--- config.mk ---
export PLATFORM = sky130hd
export DESIGN_NAME = ahb3lite_default_slave
export DESIGN_NICKNAME = d
export VERILOG_FILES = /design/src/rtl/ahb3lite_pkg.sv /design/src/rtl/ahb3lite_fault_log.sv /design/src/rtl/ahb3lite_default_slave.sv
export SDC_FILE = /design/constraint.sdc
export NUM_CORES = 1
export LEC_CHECK = 0
export CAP_MARGIN = 20
export CORE_MARGIN = 2
export CORE_UTILIZATION = 25
export DETAILED_ROUTE_END_ITERATION = 16
export GPL_ROUTABILITY_DRIVEN = 0
export PLACE_DENSITY_LB_ADDON = 0.2
export SYNTH_ARGS = -nofsm -noshare
export SYNTH_HDL_FRONTEND = slang
export SYNTH_SLANG_ARGS = --single-unit
--- constraint.sdc ---
create_clock -name HCLK -period 1.75 [get_ports HCLK]
set_clock_uncertainty 0.15 [all_clocks]
set_input_delay 0.35 -clock HCLK [delete_from_list [all_inputs] [get_ports HCLK]]
set_output_delay 0.35 -clock HCLK [all_outputs]
set_load 0.005 [all_outputs]
--- src/rtl/ahb3lite_pkg.sv ---
// ahb3lite_pkg
//   Shared AHB3-Lite field widths and encodings for the default slave and
//   its fault logger. Contains no ports and no logic.
package ahb3lite_pkg;

  localparam int HTRANS_SIZE = 2;
  localparam int HSIZE_SIZE  = 3;

  localparam logic [HTRANS_SIZE-1:0] HTRANS_IDLE   = 2'b00;
  localparam logic [HTRANS_SIZE-1:0] HTRANS_BUSY   = 2'b01;
  localparam logic [HTRANS_SIZE-1:0] HTRANS_NONSEQ = 2'b10;
  localparam logic [HTRANS_SIZE-1:0] HTRANS_SEQ    = 2'b11;

  localparam logic HRESP_OKAY  = 1'b0;
  localparam logic HRESP_ERROR = 1'b1;

endpackage

--- src/rtl/ahb3lite_fault_log.sv ---
// ahb3lite_fault_log
//   Captures the first faulting access (address, direction, size) and keeps a
//   saturating count of accepted transfers. A clear pulse drops the valid flag
//   and the count but leaves the captured fields in place.
// Ports:
//   HCLK, HRESET    clock, synchronous active-high reset
//   accept_i        a transfer is being accepted this cycle
//   haddr_i, hwrite_i, hsize_i   address-phase fields to capture
//   log_clr_i       one-cycle clear pulse
//   log_*_o, acc_cnt_o           captured fields and counter
module ahb3lite_fault_log
  import ahb3lite_pkg::*;
#(
  parameter int HADDR_SIZE = 32,
  parameter int CNT_SIZE   = 8
) (
  input  logic                  HCLK,
  input  logic                  HRESET,
  input  logic                  accept_i,
  input  logic [HADDR_SIZE-1:0] haddr_i,
  input  logic                  hwrite_i,
  input  logic [HSIZE_SIZE-1:0] hsize_i,
  input  logic                  log_clr_i,
  output logic                  log_valid_o,
  output logic [HADDR_SIZE-1:0] log_addr_o,
  output logic                  log_write_o,
  output logic [HSIZE_SIZE-1:0] log_size_o,
  output logic [CNT_SIZE-1:0]   acc_cnt_o
);

  logic                  valid_q, valid_d;
  logic [HADDR_SIZE-1:0] addr_q, addr_d;
  logic                  write_q, write_d;
  logic [HSIZE_SIZE-1:0] size_q, size_d;
  logic [CNT_SIZE-1:0]   cnt_q, cnt_d;

  always_comb begin
    valid_d = valid_q;
    addr_d  = addr_q;
    write_d = write_q;
    size_d  = size_q;
    cnt_d   = cnt_q;

    if (log_clr_i) begin
      valid_d = 1'b0;
      cnt_d   = '0;
    end

    // An accept in the same cycle as a clear starts a fresh log: the clear
    // empties it first, then this access becomes the first fault.
    if (accept_i) begin
      if (log_clr_i)
        cnt_d = CNT_SIZE'(1);
      else if (!(&cnt_q))
        cnt_d = cnt_q + CNT_SIZE'(1);

      if (!valid_q || log_clr_i) begin
        valid_d = 1'b1;
        addr_d  = haddr_i;
        write_d = hwrite_i;
        size_d  = hsize_i;
      end
    end
  end

  always_ff @(posedge HCLK) begin
    if (HRESET) begin
      valid_q <= 1'b0;
      addr_q  <= '0;
      write_q <= 1'b0;
      size_q  <= '0;
      cnt_q   <= '0;
    end else begin
      valid_q <= valid_d;
      addr_q  <= addr_d;
      write_q <= write_d;
      size_q  <= size_d;
      cnt_q   <= cnt_d;
    end
  end

  assign log_valid_o = valid_q;
  assign log_addr_o  = addr_q;
  assign log_write_o = write_q;
  assign log_size_o  = size_q;
  assign acc_cnt_o   = cnt_q;

endmodule

--- src/rtl/ahb3lite_default_slave.sv ---
// ahb3lite_default_slave
//   Default slave for unmapped addresses. Every accepted transfer is completed
//   after WAIT_STATES wait cycles with either a two-cycle ERROR response
//   (ERR_MODE=1) or a single OKAY cycle (ERR_MODE=0, read-as-zero,
//   write-ignored). The first faulting access is logged; irq mirrors the log.
// Ports:
//   HCLK, HRESET                 clock, synchronous active-high reset
//   HSEL, HADDR, HWRITE, HSIZE, HTRANS, HREADY   AHB address phase
//   HRDATA, HREADYOUT, HRESP     AHB data-phase response (registered)
//   log_valid, log_addr, log_write, log_size, acc_cnt, irq   fault log
//   log_clr                      clears log_valid and acc_cnt
//
// State table:
//   state   | meaning
//   IDLE    | no transfer in progress, ready OKAY
//   WAIT    | inserting wait cycles, not ready OKAY
//   ERR1    | first ERROR cycle, not ready
//   ERR2    | second ERROR cycle, ready; may accept the next transfer
//   DONE    | OKAY completion, ready; may accept the next transfer
module ahb3lite_default_slave
  import ahb3lite_pkg::*;
#(
  parameter int HADDR_SIZE  = 32,
  parameter int HDATA_SIZE  = 32,
  parameter int WAIT_STATES = 0,
  parameter int ERR_MODE    = 1,
  parameter int CNT_SIZE    = 8
) (
  input  logic                   HCLK,
  input  logic                   HRESET,
  input  logic                   HSEL,
  input  logic [HADDR_SIZE-1:0]  HADDR,
  input  logic                   HWRITE,
  input  logic [HSIZE_SIZE-1:0]  HSIZE,
  input  logic [HTRANS_SIZE-1:0] HTRANS,
  input  logic                   HREADY,
  output logic [HDATA_SIZE-1:0]  HRDATA,
  output logic                   HREADYOUT,
  output logic                   HRESP,
  output logic                   log_valid,
  output logic [HADDR_SIZE-1:0]  log_addr,
  output logic                   log_write,
  output logic [HSIZE_SIZE-1:0]  log_size,
  input  logic                   log_clr,
  output logic [CNT_SIZE-1:0]    acc_cnt,
  output logic                   irq
);

  localparam int WCNT_W = (WAIT_STATES < 1) ? 1 : $clog2(WAIT_STATES + 1);
  localparam logic [WCNT_W-1:0] WCNT_LOAD = WCNT_W'(WAIT_STATES);
  localparam bit HAS_WAIT = (WAIT_STATES > 0);
  localparam bit ERR_EN   = (ERR_MODE != 0);

  typedef enum logic [2:0] {
    ST_IDLE,
    ST_WAIT,
    ST_ERR1,
    ST_ERR2,
    ST_DONE
  } state_t;

  localparam state_t ST_RESP = ERR_EN ? ST_ERR1 : ST_DONE;

  state_t            state_q, state_d;
  logic [WCNT_W-1:0] wcnt_q, wcnt_d;
  logic              hreadyout_q, hreadyout_d;
  logic              hresp_q, hresp_d;
  logic              req;
  logic              accept;

  assign req = HREADY & HSEL &
               ((HTRANS == HTRANS_NONSEQ) | (HTRANS == HTRANS_SEQ));

  // A new address phase is only looked at while the slave is ready.
  assign accept = req & ((state_q == ST_IDLE) |
                         (state_q == ST_ERR2) |
                         (state_q == ST_DONE));

  always_comb begin
    state_d = state_q;
    wcnt_d  = wcnt_q;
    case (state_q)
      ST_IDLE, ST_ERR2, ST_DONE: begin
        if (accept) begin
          if (HAS_WAIT) begin
            state_d = ST_WAIT;
            wcnt_d  = WCNT_LOAD;
          end else begin
            state_d = ST_RESP;
          end
        end else begin
          state_d = ST_IDLE;
        end
      end
      ST_WAIT: begin
        wcnt_d = wcnt_q - WCNT_W'(1);
        if (wcnt_q == WCNT_W'(1))
          state_d = ST_RESP;
      end
      ST_ERR1: state_d = ST_ERR2;
      default: state_d = ST_IDLE;
    endcase

    hreadyout_d = !((state_d == ST_WAIT) || (state_d == ST_ERR1));
    hresp_d     = ((state_d == ST_ERR1) || (state_d == ST_ERR2)) ? HRESP_ERROR
                                                                  : HRESP_OKAY;
  end

  always_ff @(posedge HCLK) begin
    if (HRESET) begin
      state_q     <= ST_IDLE;
      wcnt_q      <= '0;
      hreadyout_q <= 1'b1;
      hresp_q     <= HRESP_OKAY;
    end else begin
      state_q     <= state_d;
      wcnt_q      <= wcnt_d;
      hreadyout_q <= hreadyout_d;
      hresp_q     <= hresp_d;
    end
  end

  assign HREADYOUT = hreadyout_q;
  assign HRESP     = hresp_q;
  assign HRDATA    = '0;

  ahb3lite_fault_log #(
    .HADDR_SIZE (HADDR_SIZE),
    .CNT_SIZE   (CNT_SIZE)
  ) u_fault_log (
    .HCLK        (HCLK),
    .HRESET      (HRESET),
    .accept_i    (accept),
    .haddr_i     (HADDR),
    .hwrite_i    (HWRITE),
    .hsize_i     (HSIZE),
    .log_clr_i   (log_clr),
    .log_valid_o (log_valid),
    .log_addr_o  (log_addr),
    .log_write_o (log_write),
    .log_size_o  (log_size),
    .acc_cnt_o   (acc_cnt)
  );

  assign irq = log_valid;

endmodule
### Word-level counts from Yosys, hierarchy flattened

Index checks and enable logic that the tools add are counted.

* $add $sub $neg: 2
* eq/ne operators: 9
* muxes and demuxes: 11
* bitwise logic cells: 6
* reductions and logical operators: 9

Operator list (count)
* two-way mux 8 bit: 4
* == test 3 x 2 -> 1 bit, second input constant: 4
* one-hot mux 3 bit (3 select lines): 1
* adder 8 x 1 -> 8 bit, second input constant: 1
* AND reduction 8 bit: 1
* == test 3 x 1 -> 1 bit, second input constant: 2
* == test 2 bit, second input constant: 2
* two-way mux 1 bit: 4
* AND 1 bit: 3
* == test 3 bit, second input constant: 1
* logical NOT 3 bit: 1
* logical OR 1 bit: 3
* two-way mux 3 bit: 1
* OR 1 bit: 3
* OR reduction 3 bit: 1
* logical NOT 1 bit: 2
* two-way mux 2 bit: 1
* AND reduction 2 bit: 1
* subtractor 1 bit, second input constant: 1

* bits in registers: 51
* word-level logic and storage cells: 46

### Logic depth before layout (Yosys ltp)

Gate-level depths: netlist of the first run.

* depth after elaboration: 9
* gate-level depth with buffers: 6

### By module

A second synthesis of the first run with hierarchy kept.

* cells, all modules: 283
* area total of the unflattened synthesis: 2409.8 µm²

By module, submodules not included
* ahb3lite_fault_log: instances 1, cells each 219, area an instance 1885.6 µm²
* ahb3lite_default_slave: instances 1, cells each 64, area an instance 524.3 µm²

### Worst setup path before layout of the first run

OpenSTA, ideal clock, no wires.

* path type: register to register
* start point: register state_q[2]
* end point: register u_fault_log.addr_q[6] (netlist: u_fault_log.log_addr_o[6])
* library setup time: 0.128 ns
* data arrival time: 1.537 ns
* setup slack: -0.064 ns
* stages on the path, launching flop included: 7
* path buffers: 2
* period minus slack after synthesis: 1.814 ns
* cells stage by stage: dfxtp_1 -> nand2b_2 -> a2111oi_0 -> buf_4 -> buf_8 -> mux2i_1 -> nor2_1

* word-level cells in the longest chain between the ends: 5
* elaborated cells between the ends (all ways): 7

Ends and longest elaborated chain
* from (decl): RTL line ahb3lite_default_slave.sv:64 `state_t state_q, state_d;`
* from (signal assigned): RTL line ahb3lite_default_slave.sv:116 `state_q <= state_d;`
* == test 3 x 2 -> 1 bit / logical NOT 3 bit (equally long branches): RTL line ahb3lite_default_slave.sv:76, ahb3lite_default_slave.sv:75
* OR 1 bit: RTL line ahb3lite_default_slave.sv:75 `assign accept = req & ((state_q == ST_IDLE) |`
* OR 1 bit *: RTL line ahb3lite_default_slave.sv:76 `(state_q == ST_ERR2) |`
* AND 1 bit *: RTL line ahb3lite_default_slave.sv:75
* AND reduction 2 bit (no line) *
* to (signal assigned): RTL line ahb3lite_fault_log.sv:75 `addr_q <= addr_d;`
* to (decl): RTL line ahb3lite_fault_log.sv:32 `logic [HADDR_SIZE-1:0] addr_q, addr_d;`

Mark *: on every way between the ends. The rest lies on a longest branch, timed or not.
A chain may end at the register's enable or synchronous reset.

### Final worst setup path of the first run

* start point: register state_q[2]
* end point: register u_fault_log.cnt_q[3] (netlist: u_fault_log.acc_cnt_o[3])

* word-level cells in the longest chain between the ends: 5
* elaborated cells between the ends (all ways): 7

Ends and longest elaborated chain
* == test 3 x 2 -> 1 bit / logical NOT 3 bit (equally long branches): RTL line ahb3lite_default_slave.sv:76, ahb3lite_default_slave.sv:75
* OR 1 bit: RTL line ahb3lite_default_slave.sv:75
* OR 1 bit *: RTL line ahb3lite_default_slave.sv:76
* AND 1 bit *: RTL line ahb3lite_default_slave.sv:75
* two-way mux 8 bit *: RTL line ahb3lite_fault_log.sv:51 `if (accept_i) begin`
* to (signal assigned): RTL line ahb3lite_fault_log.sv:78 `cnt_q <= cnt_d;`
* to (decl): RTL line ahb3lite_fault_log.sv:35 `logic [CNT_SIZE-1:0] cnt_q, cnt_d;`

Marks and branches as above.

==> results of run 1 <==
==> cell families after synthesis <==
logic type	count (synthesis)	synth area share (%)
AO/OA/AOI/OAI	25	7.66
adder cells (fa/ha/maj)	1	0.555
buffers and inverters	46	14.8
flip-flops	51	45.3
multiplexers	36	16.0
other	1	0.166
AND/OR/NAND/NOR	75	15.5
==> power groups by stage <==
stage                     clock network, µW  registers (µW)  logic (µW)
final                                   666            1210         347
after global routing                    753            1220         377
after floorplan                           0            1250         179
after detailed placement                  0            1240         334
after global placement                    0            1240         333
after CTS                               709            1220         337
==> worst paths after layout <==
kind,startpoint,endpoint,slack [ns],cells past startpoint
worst max-delay path,state_q[2]$_SDFF_PP0_,u_fault_log.acc_cnt_o[3]$_SDFF_PP0_,0.03,4
worst min-delay path,HRESET,u_fault_log.log_addr_o[14]$_SDFFE_PP0P_,0.20,2
worst max register to register,state_q[2]$_SDFF_PP0_,u_fault_log.acc_cnt_o[3]$_SDFF_PP0_,0.03,4
worst min register to register,u_fault_log.log_addr_o[11]$_SDFFE_PP0P_,u_fault_log.log_addr_o[11]$_SDFFE_PP0P_,0.35,2
==> synth_stat cells (all sizes together), types with 2 or more instances <==
cell,count
nand2,4
or4,2
nand2b,2
nor2,45
a21oi,9
or2,2
nand3,5
dfxtp,51
inv,3
mux2i,36
nor2b,2
a211oi,2
nand4,2
o31ai,3
clkbuf,6
o21ai,3
buf,37
nor3,5
==> through the flow <==
stage               setup WS (ns)  setup TNS (ns)  util, %
floorplan                 0.00777               0        -
global placement           -0.441          -18.16     38.0
detailed placement         -0.486          -19.86     38.0
CTS                       0.00281               0     39.3
global route              -0.0341          -0.466     40.2
finish                     0.0333               0     40.2
==> cells in the final DEF (no fill, tap or decap), types with 2 or more instances in the layout <==
| cell type | instances |
|---|---|
| clkdlybuf4s50_1 | 79 |
| nor2_1 | 45 |
| dfxtp_1 | 41 |
| mux2i_1 | 35 |
| conb_1 | 33 |
| buf_4 | 22 |
| a21oi_1 | 8 |
| dlygate4sd2_1 | 8 |
| dfxtp_2 | 8 |
| nor3_1 | 5 |
| clkbuf_8 | 5 |
| nand3_1 | 4 |
| nand2_1 | 4 |
| o21ai_0 | 3 |
| inv_1 | 3 |
| o31ai_1 | 3 |
| buf_6 | 3 |
| nand4_1 | 2 |
| buf_12 | 2 |
| dfxtp_4 | 2 |
==> final cells by class <==
cell class                      instances  area (µm²)
Multi-Input combinational cell        170        1080
Fill cell                             893        5210
Sequential cell                        51        1040
Timing Repair Buffer                  118        1150
Clock buffer                            6        72.6
Clock inverter                          2        12.5
Tap cell                              108         135
Inverter                                3        11.3
==> registers in the layout (all words and copies together) (netlist names) <==
| signal | flops |
|---|---|
| u_fault_log.log_valid_o | 1 |
| HRESP | 1 |
| u_fault_log.log_addr_o | 32 |
| wcnt_q | 1 |
| u_fault_log.acc_cnt_o | 8 |
| u_fault_log.log_size_o | 3 |
| u_fault_log.log_write_o | 1 |
| state_q | 3 |
| HREADYOUT | 1 |
==> layer usage <==
| layer | wire length (µm) | part of all wire [%] | vias up |
|---|---|---|---|
| met4 | 64 | 1.2 | 0 |
| met3 | 408 | 7.4 | 5 |
| met1 | 2380 | 43 | 896 |
| met2 | 2660 | 48 | 69 |
| met5 | 0 | 0 | - |
| li1 | - | - | 965 |
==> worst register-to-register path, cell delays in order (launching register included) <==
cell      delay [ns]
dfxtp_2         0.33
nand2b_4        0.16
a211o_4         0.36
or4_4           0.52
a21oi_2         0.14
==> repair_timing <==
action	CTS	global route
setup endpoints to repair	49	40
pin swaps	2	7
gates resized for setup	21	14
gates cloned	0	2
endpoints found under the hold margin	0	0
buffers inserted	0	2
==> impl_metrics.yaml, run 1 <==
global_routing:
  maximum_number_of_pins_on_one_net_before_global_route_repair: 23
  met3_usage_pct: 3.55
  initial_antenna_violation_count: 0
  total_routing_usage_gr_pct: 10.3
  grt_util_met2_pct: 17.2
  busiest_layer: "met2"
  first_pass_grt_wire_length_mm: 8.26
  first_global_vias: 1820
  grt.met1_usage_pct: 12.3
  grt.overflow.total: 0
worst_setup_path:
  critPathSlowestCell: "or4_4"
  cp_slowest_stage_delay_ns: 0.52
  worst_endpoint_required_time_ns: 1.83
  path_class: "register to register"
  crit_buf_inv: 0
  worstPathCellList: "nand2b_4 -> a211o_4 -> or4_4 -> a21oi_2"
  endpoint_kind: "register"
  arrival_ns: 1.79
  critPathMaxFanout: 6
  critical_path_source_type: "register"
  crit_family: "simple AND/OR/NAND/NOR gates"
logic_synthesis:
  synth.top_cell.area_share_pct: 45.3
  synth_area_per_cell_um2: 9.59
  synth.top_cells.by_area: "dfxtp_1 (45%), mux2i_1 (16%), buf_4 (11%), nor2_1 (7.5%), a21oi_1 (2.0%)"
  synth_edf_count: 0
  synth_sequential_area_ratio_pct: 45.3
  synth-warning-count: 0
  async_reset_ff_share_pct: 0
  ys_dominant_reg_cell: "dfxtp_1"
  distinct_cell_type_count_of_the_synthesized_netlist: 38
  synth_cells: 235
  synth_area_mm2: 0.00225
  synth_seq_cells: 51
  synth_area_leader_cell: "dfxtp_1"
clock_network:
  clock_latency_ns: 0.30
  cts_max_path_bufs: 2
  cts_hold_repair.buffers: 0
  clock_sinks: 51
  tritoncts: "yes"
  clkTransAtPathRegs_ns: 0.09
  htree_levels: 2
  number_of_buffers_added_by_the_clock_tree_synthesis_step: 5
  root_buffer_cell: "clkbuf_8"
job:
  cap_viol_max_count: 0
route:
  vias_per_cell: 4.22
  drt_pass_1_iters: 4
  via_count: 1935
  dr.first_iter.drc_count: 26
  routed_wl_mm: 5.51
  drc_errors: 0
  wire_per_inst_um: 12.0
  final_antenna_net_count: 0
cells_and_area:
  final_net_count: 393
  stdcell_area_mm2: 0.00351
  final_cell_count_no_fill: 458
  antenna-diode-count: 0
  layout-area-overhead-vs-synth_pct: 55.7
  layout-drive-gt1-share_pct: 17.1
pwr:
  switching_power_uw: 537
  power.switching_fraction_pct: 24.1
  vdd_ir_drop_max_v: 0.000271
  sequentialPowerShare_pct: 54.5
  cellLeakagePower_uw: 0.00133
  comb_power_share_pct: 15.6
  power_report.internal_total_uw: 1690
  relative_contribution_of_the_clock_network_to_total_power_pct: 29.9
  overall_power_after_layout_uw: 2230
  power.density_cell_area_mw_per_mm2: 634
die:
  io_pins: 123
  die_height_um: 99.0
  initial_core_util_pct: 25.9
  floorplan.core_area_mm2: 0.00872
  die-area_mm2: 0.00979
  fp-row-count: 34
  die_extent_in_x_um: 99.0
timing:
  finalHoldWorstSlack_ns: 0.197
  timing_hold_violations_final: 0
  fin_crit_ns: 1.72
  grt_setup_unrepaired: "yes"
  final_number_of_max_transition_violations: 0
  fmax_mhz: 583
  final.period_utilization_pct: 98.1
  setup_viol: 0
place:
  post_place_instance_area_mm2: 0.00332
  portBuffers: 89
  placed_cells: 446
  dpl.hpwl_mm: 3.98
worst_hold_path:
  timing.hold.worst.class: "primary input to register"
outcome:
  run_status: "finished clean"
(Power assumes the default switching activity.)
==> run 2: changes to the inputs <==
--- a/config.mk
+++ b/config.mk
@@ -6,8 +6,8 @@
 export NUM_CORES = 1
 export LEC_CHECK = 0
 export CAP_MARGIN = 20
-export CORE_MARGIN = 2
-export CORE_UTILIZATION = 25
+export CORE_MARGIN = 5
+export CORE_UTILIZATION = 35
 export DETAILED_ROUTE_END_ITERATION = 16
 export GPL_ROUTABILITY_DRIVEN = 0
 export PLACE_DENSITY_LB_ADDON = 0.2
==> run 2 against run 1 <==
Compared with the run above: first-iteration DRC count rose to 3.0 times the previous value; the flow now finishes with violations (negative setup slack); wire length up 8.8%; maximum frequency down 6.1%; non-clock buffer count up 7; global-route usage up 3.8 points; hold slack better by 0.15 ns; sequential share of layout area down 0.47 points.
==> impl_metrics.yaml, run 2 (synthesis results as in run 1) <==
timing:
  fin_crit_ns: 1.83
  setup_viol: 14
  timing_hold_violations_final: 0
  final.period_utilization_pct: 104
  setup_total_negative_slack_ns: -0.495
  fmax_mhz: 547
  finalWorstSetupSlack_ns: -0.0787
  grt_setup_unrepaired: "yes"
  final_number_of_max_transition_violations: 0
  finalHoldWorstSlack_ns: 0.348
die:
  die-area_mm2: 0.00815
  floorplan.core_area_mm2: 0.00631
  die_height_um: 90.3
  die_extent_in_x_um: 90.3
  io_pins: 123
  initial_core_util_pct: 35.7
  fp-row-count: 29
cells_and_area:
  stdcell_area_mm2: 0.00355
  final_net_count: 400
  leading_cell_type_in_the_layout_fill_and_taps_excluded: "clkdlybuf4s50_1"
  largest_reg_flops: 32
  layout-area-overhead-vs-synth_pct: 57.6
  final_cell_count_no_fill: 434
  layout.cells.most_common_list: "clkdlybuf4s50_1 (78), nor2_1 (45), dfxtp_1 (42), mux2i_1 (35), conb_1 (33)"
  layout-drive-gt1-share_pct: 17.9
  antenna-diode-count: 0
route:
  drt_pass_1_iters: 4
  routed_wl_mm: 6.00
  vias_per_cell: 4.49
  via_count: 1950
  dr.first_iter.drc_count: 77
  wire_per_inst_um: 13.8
  drc_errors: 0
  final_antenna_net_count: 0
pwr:
  power.density_cell_area_mw_per_mm2: 640
  overall_power_after_layout_uw: 2270
  cellLeakagePower_uw: 0.00140
  vdd_ir_drop_max_v: 0.000446
global_routing:
  initial_antenna_violation_count: 0
  first_pass_grt_wire_length_mm: 9.54
  total_routing_usage_gr_pct: 14.1
  maximum_number_of_pins_on_one_net_before_global_route_repair: 24
  first_global_vias: 1967
  grt.overflow.total: 0
worst_setup_path:
  path_class: "register to register"
  critPathMaxFanout: 5
  critical_path_source_type: "register"
  endpoint_kind: "register"
  worst_endpoint_required_time_ns: 1.80
  arrival_ns: 1.88
job:
  cap_viol_max_count: 0
clock_network:
  clock_sinks: 51
  number_of_buffers_added_by_the_clock_tree_synthesis_step: 5
  cts_max_path_bufs: 2
  cts_hold_repair.buffers: 0
  htree_levels: 2
  root_buffer_cell: "clkbuf_8"
  clkTransAtPathRegs_ns: 0.10
  tritoncts: "yes"
  clock_latency_ns: 0.30
place:
  post_place_instance_area_mm2: 0.00325
  portBuffers: 89
  placed_cells: 412
  dpl.hpwl_mm: 3.98
outcome:
  run_status: "finished, violations left"
  violations: "negative setup slack"
worst_hold_path:
  timing.hold.worst.class: "register to register"
-- run 2: cell count changes in the layout (fill, tap and decap cells not counted), sizes merged --
| cell | delta |
|---|---|
| inv | +1 |
| dlygate4sd2 | +2 |
| clkinvlp | -1 |
| clkdlybuf4s15 | -1 |
| buf | +6 |
| clkbuf | -1 |
| clkinv | +1 |
| dlymetal6s2s | +1 |
| clkdlybuf4s50 | -1 |
-- run 2: worst max-delay path, stage by stage, from the launching register on --
cell and delay, ns:
dfxtp_4 0.38, nor2b_4 0.15, a2111oi_4 0.36, buf_6 0.18, buf_6 0.11, buf_8 0.12, mux2i_1 0.21, nor2_1 0.06
-- run 2: power by group --
| group | internal [µW] | switching [µW] |
|---|---|---|
| clock network | 283 | 403 |
| registers | 1190 | 19.7 |
| logic | 231 | 142 |
-- run 2: path summary, 6_finish.rpt --
kind | from | end | slack, ns | cells after the start
worst min-delay path | u_fault_log.log_addr_o[27]$_SDFFE_PP0P_ | u_fault_log.log_addr_o[27]$_SDFFE_PP0P_ | 0.35 | 2
worst min register to register | u_fault_log.log_addr_o[27]$_SDFFE_PP0P_ | u_fault_log.log_addr_o[27]$_SDFFE_PP0P_ | 0.35 | 2
worst max register to register | state_q[1]$_SDFF_PP0_ | u_fault_log.log_addr_o[25]$_SDFFE_PP0P_ | -0.08 | 7
worst max-delay path | state_q[1]$_SDFF_PP0_ | u_fault_log.log_addr_o[25]$_SDFFE_PP0P_ | -0.08 | 7
-- run 2: final cells by class --
| class | count | area [µm²] |
|---|---|---|
| flip-flops and latches | 51 | 1030 |
| repair buffers | 125 | 1250 |
| clock inverters | 3 | 18.8 |
| multi-input cells | 170 | 1070 |
| fillers | 569 | 2760 |
| inverters | 3 | 11.3 |
| clock buffers | 5 | 68.8 |
| well taps | 77 | 96.3 |
-- run 2: metrics by stage --
stage	util, %	setup slack [ns]
2_1_floorplan	-	0.00777
3_3_place_gp	51.4	-0.496
3_5_place_dp	51.4	-0.564
4_1_cts	56.4	-0.0996
5_1_grt	56.3	-0.155
6_report	56.3	-0.0787
-- run 2: metal layers --
| layer | global-route usage [%] | wire length [µm] |
|---|---|---|
| met4 | 2.61 | 40 |
| met1 | 16.1 | 2420 |
| met3 | 6.58 | 634 |
| met5 | 0 | 0 |
| met2 | 24.3 | 2900 |
-- run 2: what timing repair did --
| item | in CTS | in global routing |
|---|---|---|
| gates cloned | 6 | 1 |
| gates resized for setup | 25 | 9 |
| endpoints found under the setup margin | 49 | 35 |
| setup buffers | 9 | 2 |
| endpoints found under the hold margin | 0 | 0 |
| pin swaps | 1 | 7 |
